<file path="src/rtl/glove_filter_if.sv">
// Measurement-in / conditioned-glove-out bundle between the blob stage and the catch game.
interface glove_filter_if;
    logic        meas_valid;
    logic [10:0] meas_x;
    logic [9:0]  meas_y;
    logic [15:0] meas_area;
    logic [10:0] rel_x;
    logic [9:0]  rel_y;
    logic        closed;
    logic        can_catch;
    logic        track_valid;
    logic        sample_strobe;

    modport master (
        output meas_valid, meas_x, meas_y, meas_area,
        input  rel_x, rel_y, closed, can_catch, track_valid, sample_strobe
    );
    modport slave (
        input  meas_valid, meas_x, meas_y, meas_area,
        output rel_x, rel_y, closed, can_catch, track_valid, sample_strobe
    );
endinterface

</file>
<file path="src/rtl/glove_filter.sv">
// Per-glove conditioner: moving-average position, debounced open/closed state,
// catch readiness and frame-counted loss of track. Two-stage sample pipeline.
module glove_filter #(
    parameter int          AVG_LOG2       = 2,
    parameter logic [15:0] CLOSE_AREA     = 16'd1200,
    parameter logic [15:0] OPEN_AREA      = 16'd1800,
    parameter int          DEBOUNCE       = 3,
    parameter int          READY_FRAMES   = 4,
    parameter int          TIMEOUT_FRAMES = 8
) (
    input  logic          vclock,
    input  logic          reset,
    input  logic          vsync,
    glove_filter_if.slave gif
);
    localparam int DEPTH = 1 << AVG_LOG2;
    localparam int SXW   = 11 + AVG_LOG2;
    localparam int SYW   = 10 + AVG_LOG2;
    localparam int DBW   = $clog2(DEBOUNCE + 1);
    localparam int RDW   = $clog2(READY_FRAMES + 1);
    localparam int TOW   = $clog2(TIMEOUT_FRAMES + 1);
    localparam logic [DBW-1:0] DB_LAST = DBW'(DEBOUNCE - 1);
    localparam logic [RDW-1:0] RD_MAX  = RDW'(READY_FRAMES);
    localparam logic [TOW-1:0] TO_MAX  = TOW'(TIMEOUT_FRAMES);
    localparam logic [10:0]    HOME_X  = 11'd512;
    localparam logic [9:0]     HOME_Y  = 10'd384;

    typedef struct packed {
        logic [10:0] x;
        logic [9:0]  y;
        logic        vote_closed;
        logic        vote_open;
    } s1_t;

    logic [1:0]                 vld_pipe_q, vld_pipe_d;
    s1_t                        s1_q, s1_d;
    logic                       vsync_q, vsync_d;
    logic [TOW-1:0]             tmo_q, tmo_d;
    logic [DEPTH-1:0][10:0]     hist_x_q, hist_x_d;
    logic [DEPTH-1:0][9:0]      hist_y_q, hist_y_d;
    logic [AVG_LOG2-1:0]        wr_ptr_q, wr_ptr_d;
    logic [SXW-1:0]             sum_x_q, sum_x_d;
    logic [SYW-1:0]             sum_y_q, sum_y_d;
    logic [10:0]                rel_x_q, rel_x_d;
    logic [9:0]                 rel_y_q, rel_y_d;
    logic                       closed_q, closed_d;
    logic [DBW-1:0]             db_q, db_d;
    logic [RDW-1:0]             ready_q, ready_d;
    logic                       track_q, track_d;
    logic                       can_q, can_d;
    logic                       frame_fall, agreeing, opposing;

    always_comb begin
        vld_pipe_d = {vld_pipe_q[0], gif.meas_valid};
        vsync_d    = vsync;
        frame_fall = vsync_q & ~vsync;
        s1_d       = s1_q;
        if (gif.meas_valid) begin
            s1_d = '{x: gif.meas_x, y: gif.meas_y,
                     vote_closed: gif.meas_area <= CLOSE_AREA,
                     vote_open:   gif.meas_area >= OPEN_AREA};
        end

        // A measurement in the same cycle as a frame edge keeps the track alive.
        tmo_d = tmo_q;
        if (gif.meas_valid)                   tmo_d = '0;
        else if (frame_fall && tmo_q != TO_MAX) tmo_d = tmo_q + TOW'(1);

        hist_x_d = hist_x_q;
        hist_y_d = hist_y_q;
        wr_ptr_d = wr_ptr_q;
        sum_x_d  = sum_x_q;
        sum_y_d  = sum_y_q;
        rel_x_d  = rel_x_q;
        rel_y_d  = rel_y_q;
        closed_d = closed_q;
        db_d     = db_q;
        ready_d  = ready_q;
        track_d  = track_q;
        agreeing = closed_q ? s1_q.vote_closed : s1_q.vote_open;
        opposing = closed_q ? s1_q.vote_open   : s1_q.vote_closed;

        if (vld_pipe_q[0]) begin
            // Re-acquisition fills the window so the output jumps instead of slewing.
            if (!track_q) begin
                hist_x_d = {DEPTH{s1_q.x}};
                hist_y_d = {DEPTH{s1_q.y}};
                sum_x_d  = {s1_q.x, {AVG_LOG2{1'b0}}};
                sum_y_d  = {s1_q.y, {AVG_LOG2{1'b0}}};
            end else begin
                sum_x_d  = sum_x_q + SXW'(s1_q.x) - SXW'(hist_x_q[wr_ptr_q]);
                sum_y_d  = sum_y_q + SYW'(s1_q.y) - SYW'(hist_y_q[wr_ptr_q]);
                hist_x_d[wr_ptr_q] = s1_q.x;
                hist_y_d[wr_ptr_q] = s1_q.y;
            end
            wr_ptr_d = wr_ptr_q + AVG_LOG2'(1);
            rel_x_d  = sum_x_d[SXW-1:AVG_LOG2];
            rel_y_d  = sum_y_d[SYW-1:AVG_LOG2];

            if (agreeing) begin
                db_d = '0;
            end else if (opposing) begin
                if (db_q == DB_LAST) begin
                    closed_d = ~closed_q;
                    db_d     = '0;
                end else begin
                    db_d = db_q + DBW'(1);
                end
            end

            if (closed_d)                                ready_d = '0;
            else if (s1_q.vote_open && ready_q != RD_MAX) ready_d = ready_q + RDW'(1);
            track_d = 1'b1;
        end

        if (tmo_d == TO_MAX) begin
            track_d = 1'b0;
            ready_d = '0;
        end
        can_d = track_d && (ready_d == RD_MAX);
    end

    always_ff @(posedge vclock) begin
        if (reset) begin
            vld_pipe_q <= '0;
            s1_q       <= '0;
            vsync_q    <= 1'b1;
            tmo_q      <= '0;
            hist_x_q   <= {DEPTH{HOME_X}};
            hist_y_q   <= {DEPTH{HOME_Y}};
            wr_ptr_q   <= '0;
            sum_x_q    <= {HOME_X, {AVG_LOG2{1'b0}}};
            sum_y_q    <= {HOME_Y, {AVG_LOG2{1'b0}}};
            rel_x_q    <= HOME_X;
            rel_y_q    <= HOME_Y;
            closed_q   <= 1'b0;
            db_q       <= '0;
            ready_q    <= '0;
            track_q    <= 1'b0;
            can_q      <= 1'b0;
        end else begin
            vld_pipe_q <= vld_pipe_d;
            s1_q       <= s1_d;
            vsync_q    <= vsync_d;
            tmo_q      <= tmo_d;
            hist_x_q   <= hist_x_d;
            hist_y_q   <= hist_y_d;
            wr_ptr_q   <= wr_ptr_d;
            sum_x_q    <= sum_x_d;
            sum_y_q    <= sum_y_d;
            rel_x_q    <= rel_x_d;
            rel_y_q    <= rel_y_d;
            closed_q   <= closed_d;
            db_q       <= db_d;
            ready_q    <= ready_d;
            track_q    <= track_d;
            can_q      <= can_d;
        end
    end

    assign gif.rel_x         = rel_x_q;
    assign gif.rel_y         = rel_y_q;
    assign gif.closed        = closed_q;
    assign gif.can_catch     = can_q;
    assign gif.track_valid   = track_q;
    assign gif.sample_strobe = vld_pipe_q[1];
endmodule

</file>
<file path="src/flat_wrapper.sv">
// flat-port wrapper written by rule: the top's interface ports become plain ports
module glove_filter_flat 
#(
    parameter int          AVG_LOG2       = 2,
    parameter logic [15:0] CLOSE_AREA     = 16'd1200,
    parameter logic [15:0] OPEN_AREA      = 16'd1800,
    parameter int          DEBOUNCE       = 3,
    parameter int          READY_FRAMES   = 4,
    parameter int          TIMEOUT_FRAMES = 8
)
  (vclock, reset, vsync, gif_meas_valid, gif_meas_x, gif_meas_y, gif_meas_area, gif_rel_x, gif_rel_y, gif_closed, gif_can_catch, gif_track_valid, gif_sample_strobe);
  glove_filter_if gif_i ();
  input  logic vclock;
  input  logic reset;
  input  logic vsync;
  input wire logic [$bits(gif_i.meas_valid)-1:0] gif_meas_valid;
  input wire logic [$bits(gif_i.meas_x)-1:0] gif_meas_x;
  input wire logic [$bits(gif_i.meas_y)-1:0] gif_meas_y;
  input wire logic [$bits(gif_i.meas_area)-1:0] gif_meas_area;
  output wire logic [$bits(gif_i.rel_x)-1:0] gif_rel_x;
  output wire logic [$bits(gif_i.rel_y)-1:0] gif_rel_y;
  output wire logic [$bits(gif_i.closed)-1:0] gif_closed;
  output wire logic [$bits(gif_i.can_catch)-1:0] gif_can_catch;
  output wire logic [$bits(gif_i.track_valid)-1:0] gif_track_valid;
  output wire logic [$bits(gif_i.sample_strobe)-1:0] gif_sample_strobe;
  assign gif_i.meas_valid = gif_meas_valid;
  assign gif_i.meas_x = gif_meas_x;
  assign gif_i.meas_y = gif_meas_y;
  assign gif_i.meas_area = gif_meas_area;
  assign gif_rel_x = gif_i.rel_x;
  assign gif_rel_y = gif_i.rel_y;
  assign gif_closed = gif_i.closed;
  assign gif_can_catch = gif_i.can_catch;
  assign gif_track_valid = gif_i.track_valid;
  assign gif_sample_strobe = gif_i.sample_strobe;
  glove_filter #(.AVG_LOG2(AVG_LOG2), .CLOSE_AREA(CLOSE_AREA), .OPEN_AREA(OPEN_AREA), .DEBOUNCE(DEBOUNCE), .READY_FRAMES(READY_FRAMES), .TIMEOUT_FRAMES(TIMEOUT_FRAMES)) u_core (.vclock(vclock), .reset(reset), .vsync(vsync), .gif(gif_i));
endmodule
</file>
<file path="config.mk">
export PLATFORM = sky130hd
export DESIGN_NAME = glove_filter_flat
export DESIGN_NICKNAME = d
export VERILOG_FILES = /design/src/rtl/glove_filter_if.sv /design/src/rtl/glove_filter.sv /design/src/flat_wrapper.sv
export SDC_FILE = /design/constraint.sdc
export NUM_CORES = 1
export LEC_CHECK = 0
export BUFFER_PORTS_ARGS = -buffer_cell sky130_fd_sc_hd__buf_2
export CORE_UTILIZATION = 50
export CTS_BUF_LIST = sky130_fd_sc_hd__clkbuf_8
export CTS_CLUSTER_SIZE = 30
export DETAILED_ROUTE_END_ITERATION = 8
export GPL_ROUTABILITY_DRIVEN = 0
export PLACE_DENSITY = 0.76
export SKIP_CTS_REPAIR_TIMING = 1
export SLEW_MARGIN = 30
export SYNTH_ARGS = -nofsm -noshare
export SYNTH_HDL_FRONTEND = slang
export SYNTH_SLANG_ARGS = --single-unit
</file>
<file path="constraint.sdc">
create_clock -name vclock -period 6.5 [get_ports vclock]
set_input_delay 0.65 -clock vclock [delete_from_list [all_inputs] [get_ports vclock]]
set_output_delay 0.65 -clock vclock [all_outputs]
set_load 0.05 [all_outputs]
</file>
; ---- Yosys cells after proc, flatten, opt, wreduce, memory -nomap -nowiden
; Cells that the tools add are included.
[word_totals]
word_cells = 82
output_inout_bits = 25
input_bits = 41
ff_bits = 170
[op_classes]
eq_ne = 5
order_cmp = 4
mux = 31
n_bitwise = 3
reduce_logical = 6
addsub = 8
[op_table]
columns = op, count
row1 = 44-bit bitwise mux, 1
row2 = 44-bit 2-to-1 mux, 1
row3 = 40-bit bitwise mux, 1
row4 = 40-bit 2-to-1 mux, 1
row5 = 11-bit binary-select mux with 2-bit select, 1
row6 = 11-bit demux with 2-bit select, 1
row7 = 11-bit 2-to-1 mux, 2
row8 = 10-bit binary-select mux with 2-bit select, 1
row9 = 10-bit demux with 2-bit select, 1
row10 = 10-bit 2-to-1 mux, 2
row11 = "16-bit by 11-bit >= comparator with 1-bit output, second input constant", 1
row12 = "16-bit by 11-bit <= comparator with 1-bit output, second input constant", 1
row13 = 13-bit by 11-bit adder with 13-bit output, 1
row14 = 13-bit 2-to-1 mux, 1
row15 = 13-bit by 11-bit subtractor with 13-bit output, 1
row16 = 12-bit by 10-bit adder with 12-bit output, 1
row17 = 12-bit 2-to-1 mux, 1
row18 = 3-bit 2-to-1 mux, 4
row19 = 12-bit by 10-bit subtractor with 12-bit output, 1
row20 = 1-bit 2-to-1 mux, 8
row21 = 4-bit 2-to-1 mux, 2
row22 = 2-bit 2-to-1 mux, 3
row23 = "2-bit by 1-bit adder with 2-bit output, second input constant", 2
row24 = "4-bit by 1-bit adder with 4-bit output, second input constant", 1
row25 = 13 further kinds, 17

; ---- Logic depth before layout (Yosys ltp)
; Gate-level depths: netlist of the first run.
[logic_depth]
word_depth = 10
ltp_mapped = 14
depth_no_buf = 12

; ---- Worst setup path after synthesis of the first run
; Ideal clock, no wire load.
[synth_timing]
kind = register -> register
startpoint = reg u_core.wr_ptr_q[0]
endpoint = reg u_core.rel_y_q[7] (netlist: u_core.gif.rel_y[7])
stages_incl_launch_ff = 13
setup_time_ns = 0.127
slack_ns = 2.932
period_less_slack_ns = 3.568
path_buffers = 2
required_time_ns = 6.373
t_arrival_ns = 3.441
path_cell_list = dfxtp_1 clkbuf_1 buf_2 mux4_2 fa_1 inv_1 ha_1 a21oi_1 nor2b_1 a311o_1 a311oi_2 mux2i_1 a211oi_2
[synth_between]
elab_chain_cells = 4
[synth_rtl]
columns = item, line
row1 = from (decl), glove_filter.sv:41  ; logic [AVG_LOG2-1:0] wr_ptr_q, wr_ptr_d;
row2 = from (signal assigned), glove_filter.sv:148  ; wr_ptr_q <= wr_ptr_d;
row3 = 10-bit binary-select mux with 2-bit select, glove_filter.sv:92  ; sum_y_d = sum_y_q + SYW'(s1_q.y) - SYW'(hist_y_q[wr_ptr_q]);
row4 = 10-bit 2-to-1 mux (implied by the code), glove_filter.sv:92
row5 = 12-bit by 10-bit subtractor with 12-bit output, glove_filter.sv:92
row6 = 12-bit 2-to-1 mux, glove_filter.sv:85  ; if (!track_q) begin
row7 = to (signal assigned), glove_filter.sv:152  ; rel_y_q <= rel_y_d;
row8 = to (decl), glove_filter.sv:45  ; logic [9:0] rel_y_q, rel_y_d;
; No other way between the ends. The select of a mux whose other input is x is not followed.
; A chain may end at the register's enable or synchronous reset.

; ---- Final worst setup path of the first run
; Same ends and word-level chain as after synthesis.

==> run_results.csv, run 1 <==
group,metric,value,unit
status,status,"finished, final reports clean",
logic_synthesis,synth_edf_count,0,
sta,hold_viol,0,
setup_path,critical_path_class,"register to register",
logic_synthesis,synth_fp_nets,1053,
power_and_ir_drop,power.total,2.166,mW
clock_tree,htree_levels,4,
logic_synthesis,netlist_instances,958,
setup_path,r2r-end,"u_core.gif.rel_y[7]",
sta,finalCritPeriodShare,58.98,%
power_and_ir_drop,p_leak,3.511,nW
setup_path,path_buf_inv,2,
sta,clock_skew,0.009948,ns
logic_synthesis,synth_warnings,0,
setup_path,critPathLaunch,"u_core.wr_ptr_q[0]",
route,avgRoutedWirePerCell,15.22,um
sta,timing.setup.tns,0,ns
route,drc,0,
logic_synthesis,ys.flop_type,"dfxtp_1",
power_and_ir_drop,ir_worst_vdd,0.1380,mV
setup_path,critPathRequiredTime,6.84,ns
sta,setup_viol,0,
logic_synthesis,async_flop_share,0,%
setup_path,regToRegSetupSlack,2.67,ns
route,avgViaCountPerCell,5.440,
floorplan,dieArea,16560,um2
clock_tree,cts_root_buf,"clkbuf_8",
sta,rsz0062_at_grt,"no",
setup_path,path_depth,11,
power_and_ir_drop,seq_power_share,45.6,%
placement,numPortBuffers,65,
setup_path,crit_path_max_fanout,16,
sta,fmax,260.8,MHz
finish,fin_nets,1071,
global_routing,grt_usage,23.48,%
logic_synthesis,synth_top_area_cell,"dfxtp_1",
finish,syn2layout_area_growth,8.264,%
floorplan,boundaryPins,66,
setup_path,cp_cell_sequence,"buf_4 > mux4_2 > fa_1 > inv_1 > ha_1 > a21oi_1 > nor2b_1 > a311o_1 > a311oi_2 > mux2i_1 > a211oi_2",
floorplan,start_util,52.01,%
floorplan,core,15430,um2
logic_synthesis,yosys-top-cells-count,"nand2_1 (184), dfxtp_1 (149), a21oi_1 (106), inv_1 (97), nor2_1 (59)",
power_and_ir_drop,p_comb_share,23.2,%
route,detail-route-antenna-nets,0,
setup_path,crit_path_end,"u_core.gif.rel_y[7]",
setup_path,worst_path_dominant_cell_family,"compound AO/OA/AOI/OAI gates",
clock_tree,clockBufferDepth,2,
setup_path,cpMaxStageDelayCell,"dfxtp_2",
logic_synthesis,synth_top_cell_area_share,37.17,%
logic_synthesis,ys_ff_latch,149,
route,vias,6528,
logic_synthesis,synth_cell_types,52,
placement,hpwl,12.53,mm
global_routing,gr-total-overflow,0,
route,first_pass_iters,5,
route,dr.first_iter.drc_count,545,
flow_run,cap_violations,0,
min_path,min_path_type,"input port to register",
finish,drive_above_1_share,13.85,%
floorplan,die_w,128.7,um
power_and_ir_drop,internal_power,1.471,mW
clock_tree,tritoncts,"yes",
clock_tree,cts_buffers,17,
sta,maxSlewHeadroom,37.66,%
sta,worstMarginPinSlew,0.9350,ns
floorplan,die_h,128.7,um
setup_path,crit_path_start_kind,"register",
sta,period_minus_slack,3.834,ns
sta,whs,0.3933,ns
power_and_ir_drop,p_per_area,249.4,nW/um2
route,routed_wl,18.26,mm
power_and_ir_drop,swShare,32.10,%
setup_path,slowest_delay,0.69,ns
global_routing,grt_max_degree,98,
setup_path,worst_r2r_path_depth,11,
clock_tree,clkTransAtPathRegs,0.08,ns
logic_synthesis,ys_seq_area_share,37.17,%
power_and_ir_drop,power_frac_clock,31.1,%
clock_tree,insertion_delay,0.46,ns
logic_synthesis,yosysMostFrequentCell,"nand2_1",
setup_path,r2r_start,"u_core.wr_ptr_q[0]",
setup_path,arrival,4.17,ns
logic_synthesis,netlist_area,8024,um2
sta,maxSlewViolCount,0,
finish,diodes,0,
floorplan,std_cell_rows,45,
clock_tree,cts.sinks,149,
power_and_ir_drop,p_switching,0.6953,mW
global_routing,antenna_found_initial,0,
setup_path,endpoint_kind,"register",
logic_synthesis,synth_area_per_cell,8.376,um2
logic_synthesis,yosys-top-cells-area,"dfxtp_1 (37%), nand2_1 (8.6%), a21oi_1 (6.6%)",
global_routing,grt_first_pass_wirelength,30.26,mm
global_routing,grt_pass1_vias,6114,
[how the worst min path moves through the flow]
| stage | slack, ns | cells after the start | startpoint | to |
|---|---|---|---|---|
| global route | 0.37 | 2 | vsync | u_core.vsync_q |
| CTS | 0.36 | 2 | vsync | u_core.vsync_q |
| detailed placement | 0.45 | 2 | u_core.hist_x_q[25] | u_core.hist_x_q[25] |
| global placement | 0.44 | 2 | u_core.hist_x_q[19] | u_core.hist_x_q[19] |
| finish | 0.39 | 2 | vsync | u_core.vsync_q |
| floorplan | 0.43 | 2 | u_core.hist_x_q[22] | u_core.hist_x_q[22] |
[layout make-up]
class                           count  area, um2
Multi-Input combinational cell    637       4307
Sequential cell                   149       2984
Inverter                           97      364.1
Timing Repair Buffer               74      399.1
Clock inverter                     13      107.6
Fill cell                        1452       6740
Clock buffer                       19      261.5
Tap cell                          211      264.0
[routing by layer]
metal	track usage [%]	wire, um	vias up
li1	-	-	3218
met1	31.48	8571	3097
met2	37.23	8333	191
met3	4.699	1064	22
met4	9.343	289	0
met5	0	0	-
[per-stage QoR]
stage	setup slack, ns	cells	util, %	instance area [um2]
2_1_floorplan	2.932	958	-	8024
3_3_place_gp	2.368	1168	53.88	8313
3_5_place_dp	2.285	1168	53.88	8313
4_1_cts	2.268	1200	56.28	8682
5_1_grt	2.414	1200	56.31	8687
6_report	2.666	1200	56.31	8687
[power by group through the flow]
stage                     combinational [mW]  clock [mW]  sequential, mW
after floorplan                        0.412           0           0.994
after global placement                 0.488           0            1.01
after detailed placement               0.498           0            1.01
after CTS                              0.504       0.683           0.988
after global routing                   0.562       0.722           0.994
final                                  0.504       0.674           0.989
[kinds of logic after synthesis]
| group | count (synthesis) | share of synthesized area (%) |
|---|---|---|
| AO/OA/AOI/OAI | 194 | 14.25 |
| XOR/XNOR | 24 | 2.620 |
| adder cells (fa/ha/maj) | 54 | 10.39 |
| buffers and inverters | 172 | 9.153 |
| flip-flops | 149 | 37.17 |
| multiplexers | 49 | 9.387 |
| AND/OR/NAND/NOR | 316 | 17.03 |
[state kept, by name, indices dropped and copies added, names as in the netlist, 3 cells and up]
signal            cells
u_core.s1_q          23
u_core.ready_q        3
u_core.hist_x_q      44
u_core.gif.rel_y     10
u_core.gif.rel_x     11
u_core.hist_y_q      40
u_core.tmo_q          4
[worst reg2reg max path, cell delays in order (launching register included)]
cell and delay, ns:
dfxtp_2 0.69, buf_4 0.33, mux4_2 0.55, fa_1 0.55, inv_1 0.06, ha_1 0.29, a21oi_1 0.12, nor2b_1 0.07
a311o_1 0.44, a311oi_2 0.29, mux2i_1 0.25, a211oi_2 0.07
[layout by cell type, fill, tap and decap left out, types with 9 or more instances in the layout]
master	Yosys	final
nand3b_1	13	13
a21oi_1	106	106
a211oi_1	12	12
xnor2_1	14	14
o21ai_0	25	21
nor2_1	59	59
nor3_1	20	20
dfxtp_1	149	148
clkbuf_8	0	19
nand2_1	184	184
mux4_2	21	21
buf_4	21	9
nor2b_1	9	9
buf_2	8	64
nand3_1	11	11
ha_1	33	33
xor2_1	10	10
mux2i_1	28	28
inv_1	97	98
fa_1	21	21
Note: power is estimated with default switching activity, not from simulation.
==> run 2: changes to the inputs <==
Clock period 6.5 ns to 3.65 ns, I/O delays scaled along.
==> run_results.csv, run 2 (synthesis gave the netlist of run 1 again) <==
group,metric,value,unit
placement,dpl.cell_count,1176,
sta,timing.final.ws_setup,0.1965,ns
sta,finalCritPeriodShare,94.62,%
global_routing,grt_max_degree,84,
finish,diodes,0,
clock_tree,cts_root_buf,"clkbuf_8",
clock_tree,clkTransAtPathRegs,0.08,ns
power_and_ir_drop,p_leak,3.587,nW
route,routed_wl,18.74,mm
finish,regMostFlops,"u_core.hist_x_q",
global_routing,grt_first_pass_wirelength,30.63,mm
setup_path,worst_r2r_path_depth,11,
sta,maxSlewViolCount,0,
finish,drive_above_1_share,14.64,%
placement,hpwl,13.08,mm
global_routing,antenna_found_initial,0,
sta,hold_viol,0,
power_and_ir_drop,power.total,4.125,mW
floorplan,die_w,128.7,um
sta,maxSlewHeadroom,35.83,%
floorplan,boundaryPins,66,
route,dr.first_iter.drc_count,451,
clock_tree,cts.sinks,149,
sta,rsz0062_at_grt,"no",
sta,timing.setup.tns,0,ns
placement,numPortBuffers,65,
min_path,hold_start,"vsync",
sta,whs,0.1026,ns
sta,worstMarginPinSlew,0.9625,ns
route,avgViaCountPerCell,5.426,
floorplan,start_util,52.01,%
finish,finalNonFillerCells,1208,
sta,setup_viol,0,
setup_path,r2r-end,"u_core.gif.rel_y[7]",
min_path,hold_path_end,"u_core.vsync_q",
setup_path,crit_path_max_fanout,7,
finish,reg.largest.list,"u_core.hist_x_q (44), u_core.hist_y_q (40), u_core.s1_q (23)",
route,first_pass_iters,5,
min_path,whs_path_depth,2,
floorplan,die_h,128.7,um
power_and_ir_drop,ir_worst_vdd,0.2517,mV
setup_path,regToRegSetupSlack,0.20,ns
floorplan,core,15430,um2
route,avgRoutedWirePerCell,15.51,um
finish,largest_reg_flops,44,
floorplan,dieArea,16560,um2
setup_path,critPathRequiredTime,3.99,ns
power_and_ir_drop,p_per_area,466.3,nW/um2
global_routing,grt_usage,23.81,%
setup_path,arrival,3.79,ns
finish,final_area,8847,um2
global_routing,grt_pass1_vias,6144,
setup_path,endpoint_kind,"register",
finish,syn2layout_area_growth,10.26,%
clock_tree,cts_buffers,17,
route,detail-route-antenna-nets,0,
clock_tree,tritoncts,"yes",
clock_tree,clockBufferDepth,2,
clock_tree,insertion_delay,0.46,ns
sta,fmax,289.6,MHz
placement,place_area,8386,um2
global_routing,gr-total-overflow,0,
route,drc,0,
finish,fin_util,57.35,%
finish,fin_nets,1079,
placement,pre_cts_ws,0.08329,ns
setup_path,crit_path_start_kind,"register",
setup_path,r2r_start,"u_core.wr_ptr_q[0]",
status,status,"finished, final reports clean",
finish,final_common_cell,"nand2_1",
sta,period_minus_slack,3.454,ns
route,vias,6555,
sta,clock_skew,0.01038,ns
clock_tree,htree_levels,4,
finish,final_cell_mix,"nand2_1 (184), dfxtp_1 (148), a21oi_1 (106), inv_1 (97), buf_2 (64)",
setup_path,critical_path_class,"register to register",
min_path,min_path_type,"input port to register",
floorplan,std_cell_rows,45,
flow_run,cap_violations,0,
## run 2: cell count changes in the layout (fill, tap and decap cells not counted), sizes merged
cell,before,now
buf,74,82
bufinv,1,4
clkinv,7,3
inv,99,100
## run 2: final cells by class
| cell class | count | area (um2) |
|---|---|---|
| fill | 1379 | 6580 |
| timing repair buffer | 82 | 471.7 |
| sequential | 149 | 2984 |
| inverter | 97 | 364.1 |
| clock buffer | 19 | 261.5 |
| clock inverter | 13 | 195.2 |
| tap | 211 | 264.0 |
| multi-input combinational | 637 | 4307 |
## run 2: layer usage
metal  up-vias  share of wire (%)  GRT usage [%]
li1       3230                  -              -
met1      3093                 45          31.35
met3        32                6.3          5.114
met2       200                 46          38.47
met5         -                  0              0
met4         0                2.1          8.927
## run 2: worst max-delay path by stage
stage	start	endpoint	slack [ns]
final	u_core.wr_ptr_q[0]	u_core.gif.rel_y[7]	0.20
after global routing	u_core.wr_ptr_q[0]	u_core.gif.rel_x[9]	0.03
after CTS	u_core.wr_ptr_q[0]	u_core.gif.rel_y[7]	0.05
after detailed placement	u_core.wr_ptr_q[0]	u_core.gif.rel_y[7]	0.08
after global placement	u_core.wr_ptr_q[0]	u_core.gif.rel_x[9]	0.19
after floorplan	u_core.wr_ptr_q[0]	u_core.gif.rel_y[7]	0.08
## run 2: where the power goes
group	internal, mW	total (mW)	switching, mW
logic	0.374	0.927	0.553
clock network	0.790	1.44	0.655
registers	1.69	1.75	0.0628
total	2.85	4.13	1.27
## run 2: critical path: stages (launching register included)
cell and delay, ns:
dfxtp_2 0.44, buf_4 0.22, mux4_2 0.53, fa_1 0.49, inv_1 0.04, ha_1 0.36, a21oi_2 0.18, nor2b_1 0.06
a311o_1 0.40, a311oi_2 0.29, mux2i_1 0.25, a211oi_2 0.06
